==> src/rtl/btn_op_decoder.sv <==
// btn_op_decoder
//   Synchronises and debounces NUM_BTN raw push-buttons, decodes the stable
//   button vector through OP_TABLE into an OP_W-bit ALU opcode and offers it
//   to the datapath over a valid/ready handshake. An opcode replaced before
//   it was accepted raises the sticky overrun flag.
//
// Ports
//   clk           : system clock, rising edge
//   rst_n         : asynchronous active-low reset
//   btn           : raw asynchronous buttons (default: [2]=btnl [1]=btnc [0]=btnr)
//   op_ready      : datapath accepts alu_op when high together with op_valid
//   clear_overrun : synchronous clear of overrun (a same-cycle set wins)
//   alu_op        : registered opcode
//   op_valid      : alu_op holds a new, unaccepted opcode
//   overrun       : sticky, an unaccepted opcode was overwritten
//   btn_db        : debounced button vector
module btn_op_decoder #(
  parameter int NUM_BTN   = 3,
  parameter int OP_W      = 4,
  parameter int DB_CYCLES = 4,
  parameter logic [(2**NUM_BTN)*OP_W-1:0] OP_TABLE = 32'hA97D_1062
) (
  input  logic               clk,
  input  logic               rst_n,
  input  logic [NUM_BTN-1:0] btn,
  input  logic               op_ready,
  input  logic               clear_overrun,
  output logic [OP_W-1:0]    alu_op,
  output logic               op_valid,
  output logic               overrun,
  output logic [NUM_BTN-1:0] btn_db
);

  localparam int CNT_W = $clog2(DB_CYCLES + 1);
  localparam logic [CNT_W-1:0] CNT_MAX = CNT_W'(DB_CYCLES - 1);
  localparam logic [OP_W-1:0]  OP_RST  = OP_TABLE[OP_W-1:0];

  typedef enum logic {IDLE, PEND} state_t;

  logic [NUM_BTN-1:0]            sync1_q, sync2_q;
  logic [NUM_BTN-1:0][CNT_W-1:0] cnt_q, cnt_d;
  logic [NUM_BTN-1:0]            db_q, db_d;
  logic                          chg_q, chg_d;
  state_t                        state_q, state_d;
  logic [OP_W-1:0]               op_q, op_d;
  logic                          ovr_q, ovr_d;
  logic [OP_W-1:0]               tbl_op;

  // Debounce: each bit counts consecutive mismatches between the
  // synchronised level and the accepted level; any agreement restarts it.
  always_comb begin
    cnt_d = '0;
    db_d  = db_q;
    chg_d = 1'b0;
    for (int i = 0; i < NUM_BTN; i++) begin
      if (sync2_q[i] != db_q[i]) begin
        if (cnt_q[i] == CNT_MAX) begin
          db_d[i] = sync2_q[i];
          chg_d   = 1'b1;
        end else begin
          cnt_d[i] = cnt_q[i] + CNT_W'(1);
        end
      end
    end
  end

  // chg_q marks the cycle after btn_db moved, so db_q already holds the new
  // vector when it is looked up here.
  assign tbl_op = OP_TABLE[int'(db_q)*OP_W +: OP_W];

  // Handshake: a change always loads; in PEND it overwrites the pending
  // opcode, which only counts as overrun when it was not accepted that cycle.
  always_comb begin
    state_d = state_q;
    op_d    = op_q;
    ovr_d   = ovr_q & ~clear_overrun;
    unique case (state_q)
      IDLE: begin
        if (chg_q) begin
          op_d    = tbl_op;
          state_d = PEND;
        end
      end
      PEND: begin
        if (chg_q) begin
          op_d = tbl_op;
          if (!op_ready) ovr_d = 1'b1;
        end else if (op_ready) begin
          state_d = IDLE;
        end
      end
      default: state_d = IDLE;
    endcase
  end

  always_ff @(posedge clk or negedge rst_n) begin
    if (!rst_n) begin
      sync1_q <= '0;
      sync2_q <= '0;
      cnt_q   <= '0;
      db_q    <= '0;
      chg_q   <= 1'b0;
      state_q <= IDLE;
      op_q    <= OP_RST;
      ovr_q   <= 1'b0;
    end else begin
      sync1_q <= btn;
      sync2_q <= sync1_q;
      cnt_q   <= cnt_d;
      db_q    <= db_d;
      chg_q   <= chg_d;
      state_q <= state_d;
      op_q    <= op_d;
      ovr_q   <= ovr_d;
    end
  end

  assign alu_op   = op_q;
  assign op_valid = (state_q == PEND);
  assign overrun  = ovr_q;
  assign btn_db   = db_q;

endmodule

==> config.mk <==
export PLATFORM = sky130hd
export DESIGN_NAME = btn_op_decoder
export DESIGN_NICKNAME = d
export VERILOG_FILES = /design/src/rtl/btn_op_decoder.sv
export SDC_FILE = /design/constraint.sdc
export NUM_CORES = 1
export LEC_CHECK = 0
export ABC_AREA = 0
export CORE_MARGIN = 2
export CORE_UTILIZATION = 44
export DETAILED_ROUTE_END_ITERATION = 7
export MAX_ROUTING_LAYER = met4
export PLACE_DENSITY = 0.69
export SKIP_LAST_GASP = 1
export SYNTH_ARGS = -nofsm -noshare
export SYNTH_HDL_FRONTEND = slang
export SYNTH_SLANG_ARGS = --single-unit
==> constraint.sdc <==
create_clock -name clk -period 1.3 [get_ports clk]
set_input_delay 0.26 -clock clk [delete_from_list [all_inputs] [get_ports clk]]
set_output_delay 0.26 -clock clk [all_outputs]
set_load 0.01 [all_outputs]
After elaboration in Yosys (flattened, before gate mapping)
Index checks and enable logic that the tools add are counted.
{ "word_totals": {"in_bits": 7, "wordCells": 48, "ff_bits": 25} }
{ "op_classes": {"n_mux": 20, "addsub": 3, "eq_ne": 6, "shifts": 1, "n_bitwise": 3, "reduce_logical": 3} }
{ "ops": {"columns": ["operator", "count"], "rows": [
  ["$shiftx A32 B6 Y4 const A", 1],
  ["$mux W3", 6],
  ["$mux W1", 12],
  ["$add A3 B1 Y3 const B", 3],
  ["$eq A3 B2 Y1 const B", 3],
  ["$reduce_and A2 Y1", 3],
  ["$mux W4", 1],
  ["$ne A1 B1 Y1", 3],
  ["$not A1 Y1", 2],
  ["$pmux W1 S2", 1],
  ["$and A1 B1 Y1", 1]
]} }

Longest topological paths before layout
{ "logic_depth": {"word_depth": 7, "mapped_depth": 4} }

Worst setup path before layout
OpenSTA, ideal clock, no wires.
{ "synth_path": {"kind": "reg2reg", "start": "register cnt_q[6] (netlist bit)", "end": "register db_q[2], in the netlist btn_db[2]", "arrival_time_ps": 1011, "setup_ps": 125, "path_stages_with_launch": 4, "n_path_buf": 0, "slack_ps": 165, "cell_sequence": "dfrtp_1 > ha_1 > nor2b_1 > mux2_2"} }
{ "synth_via": {"elab_chain_len": 2} }
{ "synth_rtl": {"columns": ["item", "line_no", "source"], "rows": [
  ["start: declaration", "41", "logic [NUM_BTN-1:0][CNT_W-1:0] cnt_q, cnt_d;"],
  ["start signal: assignment", "109", "cnt_q <= cnt_d;"],
  ["$eq A3 B2 Y1", "57", "if (cnt_q[i] == CNT_MAX) begin"],
  ["$reduce_and A2 Y1 (no line)", null, null],
  ["end signal: assignment", "101", "db_q <= '0;"],
  ["end signal: assignment", "110", "db_q <= db_d;"],
  ["end: declaration", "42", "logic [NUM_BTN-1:0] db_q, db_d;"]
]} }
Every way passes these cells.
A chain may end at the register's enable or synchronous reset.

Final worst setup path
{ "layout_path": {"start": "register db_q[1], in the netlist btn_db[1]", "end": "output port btn_db[1]"} }
{ "layout_rtl": {"columns": ["item", "line_no", "source"], "rows": [
  ["end: declaration", "31", "output logic [NUM_BTN-1:0] btn_db"]
]} }
No word-level cell between the ends.

==> flow_metrics.py <==
metrics = {
    "run_status": {
        "status": "completed",
    },
    "global_route": {
        "gr-usage-all-layers_pct": 13.6,
        "grt_max_degree": 26,
        "grt_pass1_wl_um": 2480,
        "grt-ovfl-total": 0,
        "antenna_found_initial": 0,
        "grt_pass1_vias": 572,
    },
    "worst_setup_path": {
        "worst-path-buf-inv": 1,
        "cp_max_fo": 2,
        "timing.rr.start": "cnt_q[3]",
        "slowest_delay_ps": 400,
        "critical_path_class": "reg2out",
        "start_kind": "register",
        "r2r_cells": 3,
        "rrSetupSlack_ps": 100,
        "worst_path_max_delay_cell": "dfrtp_1",
        "r2r-end": "btn_db[1]",
        "crit_family": "flip-flops",
        "cp.arrival_ps": 990,
        "crit_path_end_kind": "primary output",
        "cp_cell_sequence": "dlygate4sd2_1",
        "worstPathRequired_ps": 1040,
    },
    "routing": {
        "first_iter_violations": 6,
        "routed_wl_um": 1400,
        "first_pass_iters": 3,
        "drc": 0,
        "antenna_left": 0,
        "via_per_inst": 4.71,
        "vias": 575,
        "wl_per_cell_um": 11.4,
    },
    "synthesis": {
        "seq_area_frac_synth_pct": 65.3,
        "synth_area_um2": 960,
        "syn_avg_cell_area_um2": 13.1,
        "ys_ff_latch": 25,
        "synth_edf_count": 0,
        "yosysWarnings": 0,
        "synth_nets": 83,
        "synth_flop_cell": "dfrtp_1",
        "postSynthCellCount": 73,
        "synth_cell_types": 26,
        "async_flop_share_pct": 100,
    },
    "cts": {
        "cts_buffers": 3,
        "clock_latency_ps": 300,
        "clockBufferDepth": 2,
        "cts_max_level": 1,
        "cts-root-buf": "clkbuf_4",
        "path_clk_slew_ps": 120,
        "cts_tree": "built",
        "clock_sinks": 25,
        "cts_hold_buf": 0,
    },
    "sta": {
        "worst-slew-pin-transition_ps": 269,
        "rsz0062_at_grt": "false",
        "finalHoldViolations": 0,
        "fin_crit_ps": 1250,
        "period_share_pct": 95.8,
        "clock.fmax_ghz": 0.803,
        "setup_viol_count_final": 0,
        "relSlewSlack_pct": 82.0,
        "hold_slack_ps": 284,
        "slew_violations": 0,
        "skew_ps": 1.12,
    },
    "flow_run": {
        "drv_cap": 0,
    },
    "power": {
        "power_density_nw_per_um2": 1940,
        "p_leak_nw": 0.602,
        "peakVddDrop_mv": 0.888,
        "power_mw": 2.32,
    },
    "floorplanning": {
        "rows": 16,
        "fp.coreArea_um2": 2000,
        "io_pins": 16,
        "start_util_pct": 47.9,
        "fp.dieArea_um2": 2570,
        "fp.dieH_um": 50.7,
        "dieWidth_um": 50.7,
    },
    "place": {
        "place_congestion": 0.697,
        "io_buffers": 15,
        "dp_hpwl_um": 1010,
    },
    "final_layout": {
        "regArea_um2": 627,
        "antennaDiodeCount": 0,
        "fin_nets": 106,
        "multi_input_area_um2": 308,
        "layout-drive-gt1-share_pct": 16.8,
        "syn2layout_area_growth_pct": 24.6,
        "fillers": 189,
    },
    "worst_hold_path": {
        "hold_class": "in2async",
    },
}
sequential cells by signal (all words and copies together), names as in the netlist:
register	flops
sync1_q	3
sync2_q	3
cnt_q	9
overrun	1
btn_db	3
chg_q	1
op_valid	1
alu_op	4
power by group:
| group | internal [mW] | switching [mW] |
|---|---|---|
| combinational | 0.447 | 0.429 |
| sequential | 0.998 | 0.116 |
| clock | 0.120 | 0.207 |
synthesized netlist by cell type (all sizes together), types with 2 or more instances:
cell	n	area share, %
a21oi	3	1.6
and3	2	1.3
and3b	2	1.8
buf	2	1.3
dfrtp	24	63
ha	3	3.9
inv	4	1.6
mux2	4	4.7
nand2	4	1.6
nand2b	4	2.6
nor2	5	2.0
xor2	4	4.4
metrics by stage:
step	worst slack, ps	area (µm²)	instances	util (%)	TNS (ps)
2_1_floorplan	165	960	73	-	0
3_3_place_gp	14.2	1170	117	58.6	0
3_5_place_dp	10.8	1170	117	58.6	0
4_1_cts	-78.9	1190	121	59.4	-78.9
5_1_grt	5.48	1200	122	59.8	0
6_report	54.8	1200	122	59.8	0
area by class of cell:
| class | instances | share of cell area (%) |
|---|---|---|
| inverters | 4 | 1.26 |
| flip-flops and latches | 25 | 52.4 |
| repair buffers | 20 | 15.6 |
| clock buffers | 4 | 2.20 |
| well taps | 27 | 2.82 |
| multi-input cells | 42 | 25.7 |
cells in the final DEF, fill, tap and decap left out, types with 4 or more instances in the layout:
master / instances
clkdlybuf4s50_1: 6
dfrtp_1: 24
nand2b_1: 4
nand2_1: 4
nor2_1: 5
buf_4: 4
inv_1: 4
dlygate4sd2_1: 7
mux2_2: 4
timing repair:
item                                    in CTS  in global routing
resized for setup                            9                  4
gates cloned                                 0                  0
buffers inserted                             0                  1
endpoints found under the setup margin       9                  4
worst max path at each step:
stage | from | end | slack (ps) | cells after the start
5_1_grt | btn_db[0] | btn_db[0] | 5 | 1
4_1_cts | alu_op[1] | alu_op[1] | -80 | 1
3_3_place_gp | alu_op[1] | alu_op[1] | 10 | 1
6_report | btn_db[1] | btn_db[1] | 50 | 1
2_1_floorplan | cnt_q[6] | btn_db[2] | 160 | 3
3_5_place_dp | alu_op[1] | alu_op[1] | 10 | 1
logic make-up (layout without fill, tap and decap cells):
group / count (synthesis) / after routing / synth area share [%]
fa+ha+maj: 3 / 3 / 3.91
flops: 25 / 25 / 65.3
compound gates: 8 / 8 / 5.48
xor+xnor: 5 / 5 / 5.35
mux: 4 / 4 / 4.69
simple gates: 22 / 22 / 12.4
buf+inv: 6 / 28 / 2.87
layer usage:
| metal | GRT usage, % | wire (µm) | up-vias |
|---|---|---|---|
| li1 | - | - | 282 |
| met1 | 16.1 | 634 | 278 |
| met2 | 21.5 | 668 | 13 |
| met3 | 2.98 | 70 | 2 |
| met4 | 8.11 | 22 | 0 |
| met5 | - | 0 | - |
(Power assumes the default switching activity.)
